### config.mk
export PLATFORM = sky130hd
export DESIGN_NAME = mem_port_arbiter
export DESIGN_NICKNAME = d
export VERILOG_FILES = /design/src/rtl/mem_port_arbiter.sv
export SDC_FILE = /design/constraint.sdc
export NUM_CORES = 1
export LEC_CHECK = 0
export CORE_MARGIN = 3
export CORE_UTILIZATION = 43
export CTS_CLUSTER_SIZE = 14
export DETAILED_ROUTE_END_ITERATION = 7
export PLACE_DENSITY = 0.88
export SYNTH_ARGS = -nofsm -noshare
export SYNTH_HDL_FRONTEND = slang
export SYNTH_SLANG_ARGS = --single-unit
export TNS_END_PERCENT = 20
### constraint.sdc
create_clock -name i_clk -period 4.45 [get_ports i_clk]
set_input_delay 1.335 -clock i_clk [delete_from_list [all_inputs] [get_ports i_clk]]
set_output_delay 1.335 -clock i_clk [all_outputs]
set_load 0.01 [all_outputs]
### src/rtl/mem_port_arbiter.sv
// Arbitrates instruction fetch and MEM-stage requests onto one single-port memory,
// registering the winner and steering read data back through a tag pipeline.
module mem_port_arbiter #(
    parameter int RD_LATENCY = 1,
    parameter int STARVE_MAX = 4
) (
    input  logic        i_clk,
    input  logic        i_reset_n,
    input  logic        i_ifReq,
    input  logic [31:0] i_ifAddr,
    output logic        o_ifGnt,
    output logic        o_ifRvalid,
    output logic [31:0] o_ifRdata,
    input  logic        i_dReq,
    input  logic        i_dWe,
    input  logic [31:0] i_dAddr,
    input  logic [31:0] i_dWdata,
    input  logic [3:0]  i_dBe,
    output logic        o_dGnt,
    output logic        o_dRvalid,
    output logic [31:0] o_dRdata,
    output logic        o_memEn,
    output logic        o_memWe,
    output logic [31:0] o_memAddr,
    output logic [31:0] o_memWdata,
    output logic [3:0]  o_memBe,
    input  logic [31:0] i_memRdata
);

    localparam logic [3:0] STARVE_LIM = 4'(STARVE_MAX);

    // Handshake: a requester raises req with stable fields and holds them until
    // its gnt is seen high in the same cycle; the access is taken at that edge,
    // and the requester may present a new request in the very next cycle.
    logic [3:0]            starve_cnt;
    logic                  mem_owner;   // 1 = data requester owns the issued access
    logic [RD_LATENCY-1:0] tag_valid;
    logic [RD_LATENCY-1:0] tag_owner;
    logic [31:0]           if_rdata_q;
    logic [31:0]           d_rdata_q;
    logic                  resp_if;
    logic                  resp_d;

    assign o_ifGnt = i_ifReq & (~i_dReq | (starve_cnt == STARVE_LIM));
    assign o_dGnt  = i_dReq & ~o_ifGnt;

    always_ff @(posedge i_clk or negedge i_reset_n) begin
        if (!i_reset_n) begin
            starve_cnt <= 4'd0;
        end else if (i_ifReq && !o_ifGnt) begin
            if (starve_cnt != STARVE_LIM) starve_cnt <= starve_cnt + 4'd1;
        end else begin
            starve_cnt <= 4'd0;
        end
    end

    // Address, write data and byte enables keep their last values on idle cycles.
    always_ff @(posedge i_clk or negedge i_reset_n) begin
        if (!i_reset_n) begin
            o_memEn    <= 1'b0;
            o_memWe    <= 1'b0;
            o_memAddr  <= 32'd0;
            o_memWdata <= 32'd0;
            o_memBe    <= 4'd0;
            mem_owner  <= 1'b0;
        end else begin
            o_memEn <= o_ifGnt | o_dGnt;
            o_memWe <= o_dGnt & i_dWe;
            if (o_ifGnt) begin
                o_memAddr <= i_ifAddr;
                o_memBe   <= 4'hF;
                mem_owner <= 1'b0;
            end else if (o_dGnt) begin
                o_memAddr  <= i_dAddr;
                o_memWdata <= i_dWdata;
                o_memBe    <= i_dBe;
                mem_owner  <= 1'b1;
            end
        end
    end

    always_ff @(posedge i_clk or negedge i_reset_n) begin
        if (!i_reset_n) begin
            tag_valid <= '0;
            tag_owner <= '0;
        end else begin
            tag_valid[0] <= o_memEn & ~o_memWe;
            tag_owner[0] <= mem_owner;
            for (int i = 1; i < RD_LATENCY; i++) begin
                tag_valid[i] <= tag_valid[i-1];
                tag_owner[i] <= tag_owner[i-1];
            end
        end
    end

    assign resp_if = tag_valid[RD_LATENCY-1] & ~tag_owner[RD_LATENCY-1];
    assign resp_d  = tag_valid[RD_LATENCY-1] &  tag_owner[RD_LATENCY-1];

    always_ff @(posedge i_clk or negedge i_reset_n) begin
        if (!i_reset_n) begin
            if_rdata_q <= 32'd0;
            d_rdata_q  <= 32'd0;
        end else begin
            if (resp_if) if_rdata_q <= i_memRdata;
            if (resp_d)  d_rdata_q  <= i_memRdata;
        end
    end

    // Response data is passed through in its valid cycle and held afterwards.
    assign o_ifRvalid = resp_if;
    assign o_dRvalid  = resp_d;
    assign o_ifRdata  = resp_if ? i_memRdata : if_rdata_q;
    assign o_dRdata   = resp_d  ? i_memRdata : d_rdata_q;

    if_req_hold: assert property (@(posedge i_clk) disable iff (!i_reset_n)
        (i_ifReq && !o_ifGnt) |=> (i_ifReq && $stable(i_ifAddr)));

    d_req_hold: assert property (@(posedge i_clk) disable iff (!i_reset_n)
        (i_dReq && !o_dGnt) |=> (i_dReq && $stable(i_dWe) && $stable(i_dAddr)
                                 && $stable(i_dWdata) && $stable(i_dBe)));

endmodule

======== Yosys cells after proc, flatten, opt, wreduce, memory -nomap -nowiden ========
Index checks and enable logic that the tools add are counted.
storage, ports and cells
  register bits after elaboration ......... 141
  input port bits ......................... 137
  output and inout port bits .............. 138
  word-level logic and storage cells ...... 41
operators by class
  add/sub/neg operators ................... 1
  eq/ne operators ......................... 3
  muxes and demuxes ....................... 10
  bitwise logic cells ..................... 12
  reductions and logical operators ........ 4
operators with widths
  kind                   number
  $mux W32               4
  $mux W4                4
  $and A1 B1 Y1          6
  $add A4 B1 Y4 const B  1
  $eq A4 B3 Y1 const B   1
  $ne A4 B3 Y1 const B   1
  $not A1 Y1             4
  $mux W1                2
  $ne A2 B1 Y1 const B   1
  $or A1 B1 Y1           2
  $reduce_and A2 Y1      1
  $reduce_bool A2 Y1     1
  $logic_and A1 B1 Y1    1
  $logic_not A1 Y1       1

======== Logic depth before layout (Yosys ltp) ========
Gate-level depths: netlist of the first run.
  word-level depth ........................ 7
  mapped depth ............................ 8
  gate-level depth less buffers ........... 6

======== Worst setup path before layout of the first run ========
OpenSTA, ideal clock, no wires.
  kind .................................... input -> output
  start ................................... input i_ifReq
  end ..................................... output o_dGnt
  data arrival time ....................... 1876 ps
  data required time ...................... 3115 ps
  slack ................................... 1239 ps
  stages on the path ...................... 5
  buffers on the path ..................... 2
  cell sequence ........................... nand4b_1 > nand2_2 > inv_2 > buf_6 > buf_6
on the way
  longest elaborated chain between the ends .. 3
RTL lines
  item                         line  RTL
  start: declaration           9     input logic i_ifReq,
  $and A1 B1 Y1                44    assign o_ifGnt = i_ifReq & (~i_dReq | (starve_cnt == STARVE_LIM));
  $not A1 Y1 (no source line)  --
  $and A1 B1 Y1                45    assign o_dGnt = i_dReq & ~o_ifGnt;
  end: declaration             19    output logic o_dGnt,
Every way passes these cells.

======== Worst setup path after layout of the first run ========
Same ends and word-level chain as after synthesis.

==> flow_summary_export.csv, run 1 <==
group,metric,value,unit
sta,post_route_clock_period_utilization,94.2,%
power_and_ir_drop,combinationalPowerShare,23.5,%
global_route,grt_first_pass_wirelength,24800,um
sta,final_max_slew_viol_count,0,
power_and_ir_drop,clock_power_share,38.4,%
critical_path,cp_data_arrival_time,2860,ps
flow_run,drv.max_cap_violation_count,0,
sta,maxClockFrequency,238,MHz
synthesis,syn-num-nets,490,
synthesis,yosysMostFrequentCell,"dfrtp_1",
sta,period_needed,4190,ps
placed_design,placed_cells,780,
worst_hold_path,min_to,"tag_owner",
synthesis,synth_top_family_by_area,"multiplexers",
sta,setup_viol,0,
power_and_ir_drop,totalPowerFinal,4.02,mW
synthesis,top_reg_cell_synth,"dfrtp_1",
sta,relSlewSlack,36.9,%
power_and_ir_drop,static-leakage-power,3.83,nW
synthesis,yosysWarningCount,0,
final_layout,finalCoreUtilization,73.8,%
power_and_ir_drop,power.share.switching,22.9,%
placed_design,dpl_cell_area,8410,um^2
placed_design,port_buffers,274,
power_and_ir_drop,peakVddDrop,0.231,mV
worst_hold_path,hold_path_class,"reg2reg",
power_and_ir_drop,power_density,445,nW/um^2
detailed_routing,drc_marker_count_from_the_first_detailed_route_iteration,214,
synthesis,synth-seq-area-share,63.8,%
synthesis,synth_largest_area_cell,"dfrtp_1",
clocking,cts_setup_buffers,0,
final_layout,final_non_filler_cell_total,809,
synthesis,synth_common_cells,"dfrtp_1, mux2_2, and2_1, a221o_1, mux2_4",
clocking,cts_bufs_inserted,17,
worst_hold_path,hold_path_startpoint,"mem_owner",
sta,fin_tns_setup,0,ps
critical_path,critical_path_required,3120,ps
final_layout,drive_gt1_share,21.1,%
power_and_ir_drop,internal_power,3.10,mW
global_route,grt_overflow_total,0,
detailed_routing,first_pass_iters,4,
outcome,status,"finished, final reports clean",
critical_path,r2r_end,"o_memWdata[7]",
critical_path,timing.rr.start,"starve_cnt[0]",
floorplan,die_area,14200,um^2
final_layout,area.growth.synth_to_final,63.7,%
power_and_ir_drop,switching_power,922,uW
synthesis,synth_xor_area_share,0.317,%
detailed_routing,via_total_after_detailed_routing,4058,
synthesis,async_flop_share,100,%
synthesis,syn_inst,351,
global_route,antenna_found_initial,0,
detailed_routing,via_per_inst,5.02,
global_route,grt_start_max_net_pins,108,
final_layout,antenna_cells_inserted,0,
synthesis,synth_top_area_share,63.8,%
floorplan,floorplan.rows,40,
clocking,cts-root-to-sink-buffers,2,
power_and_ir_drop,seqPwrFrac,38.1,%
clocking,cts_root_buf,"clkbuf_16",
synthesis,synth_cell_types,23,
synthesis,avgSynthCellArea,15.7,um^2
floorplan,initial_core_util,45.1,%
critical_path,worstSetupStartpointType,"primary input",
final_layout,finalNetCount,770,
worst_hold_path,whs_path_depth,0,
critical_path,endpoint_kind,"output pin",
critical_path,critical_path.max_fanout,7,
detailed_routing,dr_drc_count,0,
placed_design,gp_congestion,0.752,
critical_path,worstSetupPathType,"in2out",
synthesis,synth_simple_gate_area_share,5.30,%
critical_path,worst-r2r-cell-count,7,
detailed_routing,avgRoutedWirePerCell,19.3,um
sta,clock-skew-final,7.12,ps
detailed_routing,detail-route-antenna-nets,0,
floorplan,core,12300,um^2
clocking,clk-insertion-delay-late,400,ps
global_route,grt_pass1_vias,4507,
clocking,cts.sink_count,141,
sta,grt_setup_unrepaired,"no",
clocking,cts_resized,0,
clocking,holdBufCountCts,0,
placed_design,place.detailed.hpwl,11500,um
synthesis,syn_area,5530,um^2
floorplan,die_height,119,um
detailed_routing,wirelength,15600,um
clocking,clkTransAtPathRegs,50,ps
clocking,ctsHtreeMaxLevel,4,
synthesis,netlist_top_cells_area,"dfrtp_1, mux2_2, a221o_1",
synthesis,compound_cell_area_share_of_the_yosys_netlist,6.63,%
floorplan,chip_width,119,um
floorplan,floorplan.io_pins,275,
final_layout,post-route-cell-area,9050,um^2
sta,hold_viol_final,0,
synthesis,synth.area.mux_share,20.7,%
sta,tightest_slew,946,ps
synthesis,synth-edff-count,0,
critical_path,timing.reg2reg.setup_slack,2170,ps
global_route,groute.usage.overall,22.3,%
synthesis,ys_seq_elements,141,
clocking,cts_tree,"yes",
synthesis,post_synth_fa_ha_maj_area_fraction,0.453,%
critical_path,setup.worst_path.start,"i_ifReq",
==> power groups by stage <==
stage	combinational, mW	sequential, mW	clock [mW]
5_1_grt	1.01	1.55	1.64
6_report	0.946	1.53	1.55
4_1_cts	0.958	1.53	1.58
3_3_place_gp	0.926	1.54	0
2_1_floorplan	0.346	1.56	0
3_5_place_dp	0.953	1.55	0
==> flip-flops by register name (all words and copies together), names as in the netlist <==
name	count
o_memWdata	32
d_rdata_q	32
o_memBe	4
mem_owner	1
tag_owner	1
if_rdata_q	32
starve_cnt	4
tag_valid	1
o_memAddr	32
o_memEn	1
o_memWe	1
==> per-stage QoR <==
step,setup slack [ps],hold slack [ps]
detailed placement,220,369
finish,256,382
floorplan,1240,355
CTS,211,381
global placement,256,370
global route,173,393
==> kinds of logic (layout without fill, tap and decap cells) <==
group,Yosys count,after routing
AOI/OAI and AO/OA,37,37
xor gates and xnor gates,2,2
adders and majority gates,2,2
buffers and inverters,25,315
DFF,141,141
muxes,96,96
and+or+nand+nor,48,48
==> critical path: stages <==
cell             delay [ps]
clkdlybuf4s50_1         520
nand4b_1                190
nand2_2                 130
inv_2                   120
clkdlybuf4s50_1         560
==> layout make-up <==
cell class              count  area (um^2)
flip-flops and latches    141         3530
fillers                   797         3220
repair buffers            281         2800
clock buffers              21          450
clock inverters             8          190
well taps                 168          210
inverters                   5         18.8
multi-input cells         185         1850
==> worst max path at each step <==
| stage | to | slack (ps) |
|---|---|---|
| after floorplan | o_dGnt | 1240 |
| after global placement | o_ifGnt | 260 |
| after detailed placement | o_ifGnt | 220 |
| after CTS | o_ifGnt | 210 |
| after global routing | o_ifGnt | 170 |
| final | o_dGnt | 260 |
==> per-layer routing <==
metal | wire (um) | global-route usage (%)
met5 | 0 | 0
met4 | 280 | 6.37
met3 | 1330 | 8.40
met2 | 7980 | 38.9
met1 | 6010 | 25.8
==> layout by cell type (no fill, tap or decap), types with 2 or more instances in the layout <==
cell and count:
mux2_4 17, ha_1 2, o22a_1 4, buf_4 7, inv_1 4, and2_1 33, a221o_1 32, and3_1 5
clkbuf_1 3, mux2_2 79, clkinv_2 2, nor2_1 2, dfrtp_1 141, bufinv_16 6, clkdlybuf4s50_1 273, clkbuf_16 17
No activity file was read; power rests on OpenSTA's default activity.
==> run 2, diff against run 1 <==
--- a/config.mk
+++ b/config.mk
@@ -5,6 +5,7 @@
 export SDC_FILE = /design/constraint.sdc
 export NUM_CORES = 1
 export LEC_CHECK = 0
+export CORE_ASPECT_RATIO = 0.75
 export CORE_MARGIN = 3
 export CORE_UTILIZATION = 43
 export CTS_CLUSTER_SIZE = 14
==> flow_summary_export.csv, run 2 (same netlist as run 1, synthesis figures left out) <==
group,metric,value,unit
clocking,cts_setup_buffers,0,
critical_path,cp_data_arrival_time,2870,ps
power_and_ir_drop,static-leakage-power,3.80,nW
final_layout,area.growth.synth_to_final,62.6,%
sta,period_needed,4200,ps
final_layout,final_cell_mix,"clkdlybuf4s50_1, dfrtp_1, mux2_2, and2_1, a221o_1",
floorplan,floorplan.io_pins,275,
sta,final_max_slew_viol_count,0,
critical_path,critical_path_required,3120,ps
global_route,grt_first_pass_wirelength,24500,um
outcome,status,"finished, final reports clean",
placed_design,placed_cells,777,
power_and_ir_drop,seqPwrFrac,39.2,%
detailed_routing,detail-route-antenna-nets,0,
final_layout,drive_gt1_share,21.4,%
power_and_ir_drop,power_density,434,nW/um^2
critical_path,worstSetupStartpointType,"primary input",
detailed_routing,dr_drc_count,0,
sta,relSlewSlack,29.6,%
placed_design,place.detailed.hpwl,11200,um
sta,setup_ws,249,ps
floorplan,die_height,104,um
critical_path,endpoint_kind,"output pin",
sta,clock-skew-final,9.23,ps
critical_path,timing.reg2reg.setup_slack,2220,ps
clocking,holdBufCountCts,0,
detailed_routing,wirelength,15600,um
floorplan,chip_width,137,um
clocking,cts_root_buf,"clkbuf_16",
global_route,antenna_found_initial,0,
global_route,grt_overflow_total,0,
power_and_ir_drop,totalPowerFinal,3.90,mW
final_layout,finalNetCount,769,
clocking,cts_bufs_inserted,17,
power_and_ir_drop,clock_power_share,36.4,%
power_and_ir_drop,power.share.switching,24.8,%
sta,fin_tns_setup,0,ps
sta,grt_setup_unrepaired,"no",
clocking,cts_resized,0,
power_and_ir_drop,combinationalPowerShare,24.4,%
power_and_ir_drop,peakVddDrop,0.268,mV
power_and_ir_drop,internal_power,2.93,mW
power_and_ir_drop,switching_power,968,uW
critical_path,worstSetupPathType,"in2out",
critical_path,critical_path.max_fanout,7,
floorplan,die_area,14300,um^2
final_layout,mostFrequentLayoutCell,"clkdlybuf4s50_1",
clocking,cts-root-to-sink-buffers,2,
global_route,grt_pass1_vias,4574,
detailed_routing,avgRoutedWirePerCell,19.3,um
clocking,clk-insertion-delay-late,410,ps
sta,maxClockFrequency,238,MHz
floorplan,core,12400,um^2
global_route,groute.usage.overall,22.0,%
clocking,cts_tree,"yes",
placed_design,port_buffers,274,
detailed_routing,via_total_after_detailed_routing,4073,
placed_design,gp_congestion,0.834,
floorplan,floorplan.rows,35,
detailed_routing,via_per_inst,5.05,
clocking,ctsHtreeMaxLevel,4,
worst_hold_path,hold_path_class,"reg2reg",
detailed_routing,drc_marker_count_from_the_first_detailed_route_iteration,189,
global_route,grt_start_max_net_pins,121,
final_layout,final_non_filler_cell_total,807,
detailed_routing,first_pass_iters,4,
sta,hold_viol_final,0,
final_layout,antenna_cells_inserted,0,
clocking,clkTransAtPathRegs,60,ps
placed_design,pre_cts_ws,309,ps
flow_run,drv.max_cap_violation_count,0,
sta,post_route_clock_period_utilization,94.4,%
floorplan,initial_core_util,44.4,%
sta,setup_viol,0,
sta,tightest_slew,1060,ps
clocking,cts.sink_count,141,
## run 2: cell types whose count changed in the layout (fill, tap and decap cells not counted), sizes merged
cell      delta
buf          -1
bufinv       -3
clkbuf       -3
clkinv       +2
clkinvlp     +1
inv          +4
## run 2: critical path: stages
cell and delay (ps):
clkdlybuf4s50_1 610, nand4b_1 190, nand2_2 170, inv_2 70
clkdlybuf4s50_1 490
## run 2: final cells by class
class	instances	area, um^2
clock inverters	12	163
flip-flops and latches	141	3530
well taps	166	208
multi-input cells	185	1850
clock buffers	18	429
repair buffers	280	2790
inverters	5	18.8
fillers	791	3450
## run 2: layer usage
| layer | vias up | routed length [um] | global-route usage, % |
|---|---|---|---|
| met4 | 0 | 334 | 8.48 |
| met5 | - | 0 | 0 |
| li1 | 1830 | - | - |
| met1 | 2025 | 5860 | 24.5 |
| met3 | 26 | 1570 | 7.88 |
| met2 | 192 | 7800 | 38.4 |
## run 2: path summary, 6_finish.rpt
path | start | end | cells past startpoint
worst max-delay path | i_ifReq | o_dGnt | 5
worst min-delay path | mem_owner | tag_owner | 0
worst max register to register | starve_cnt[0] | o_memWdata[31] | 7
worst min register to register | mem_owner | tag_owner | 0
max in group asynchronous | i_reset_n | o_memWdata[29] | 2
min in group asynchronous | i_reset_n | d_rdata_q[6] | 1
## run 2: metrics by stage
step	hold slack (ps)	util [%]	cell area, um^2
after floorplan	355	-	5530
after global placement	375	67.5	8400
after detailed placement	375	67.5	8400
after CTS	384	72.3	8990
after global routing	405	72.3	8990
final	384	72.3	8990
## run 2: power by group through the flow
stage | logic (mW) | registers [mW] | clock network [mW]
after floorplan | 0.346 | 1.56 | 0
after global placement | 0.928 | 1.54 | 0
after detailed placement | 0.954 | 1.55 | 0
after CTS | 0.962 | 1.53 | 1.46
after global routing | 1.01 | 1.55 | 1.51
final | 0.949 | 1.53 | 1.42
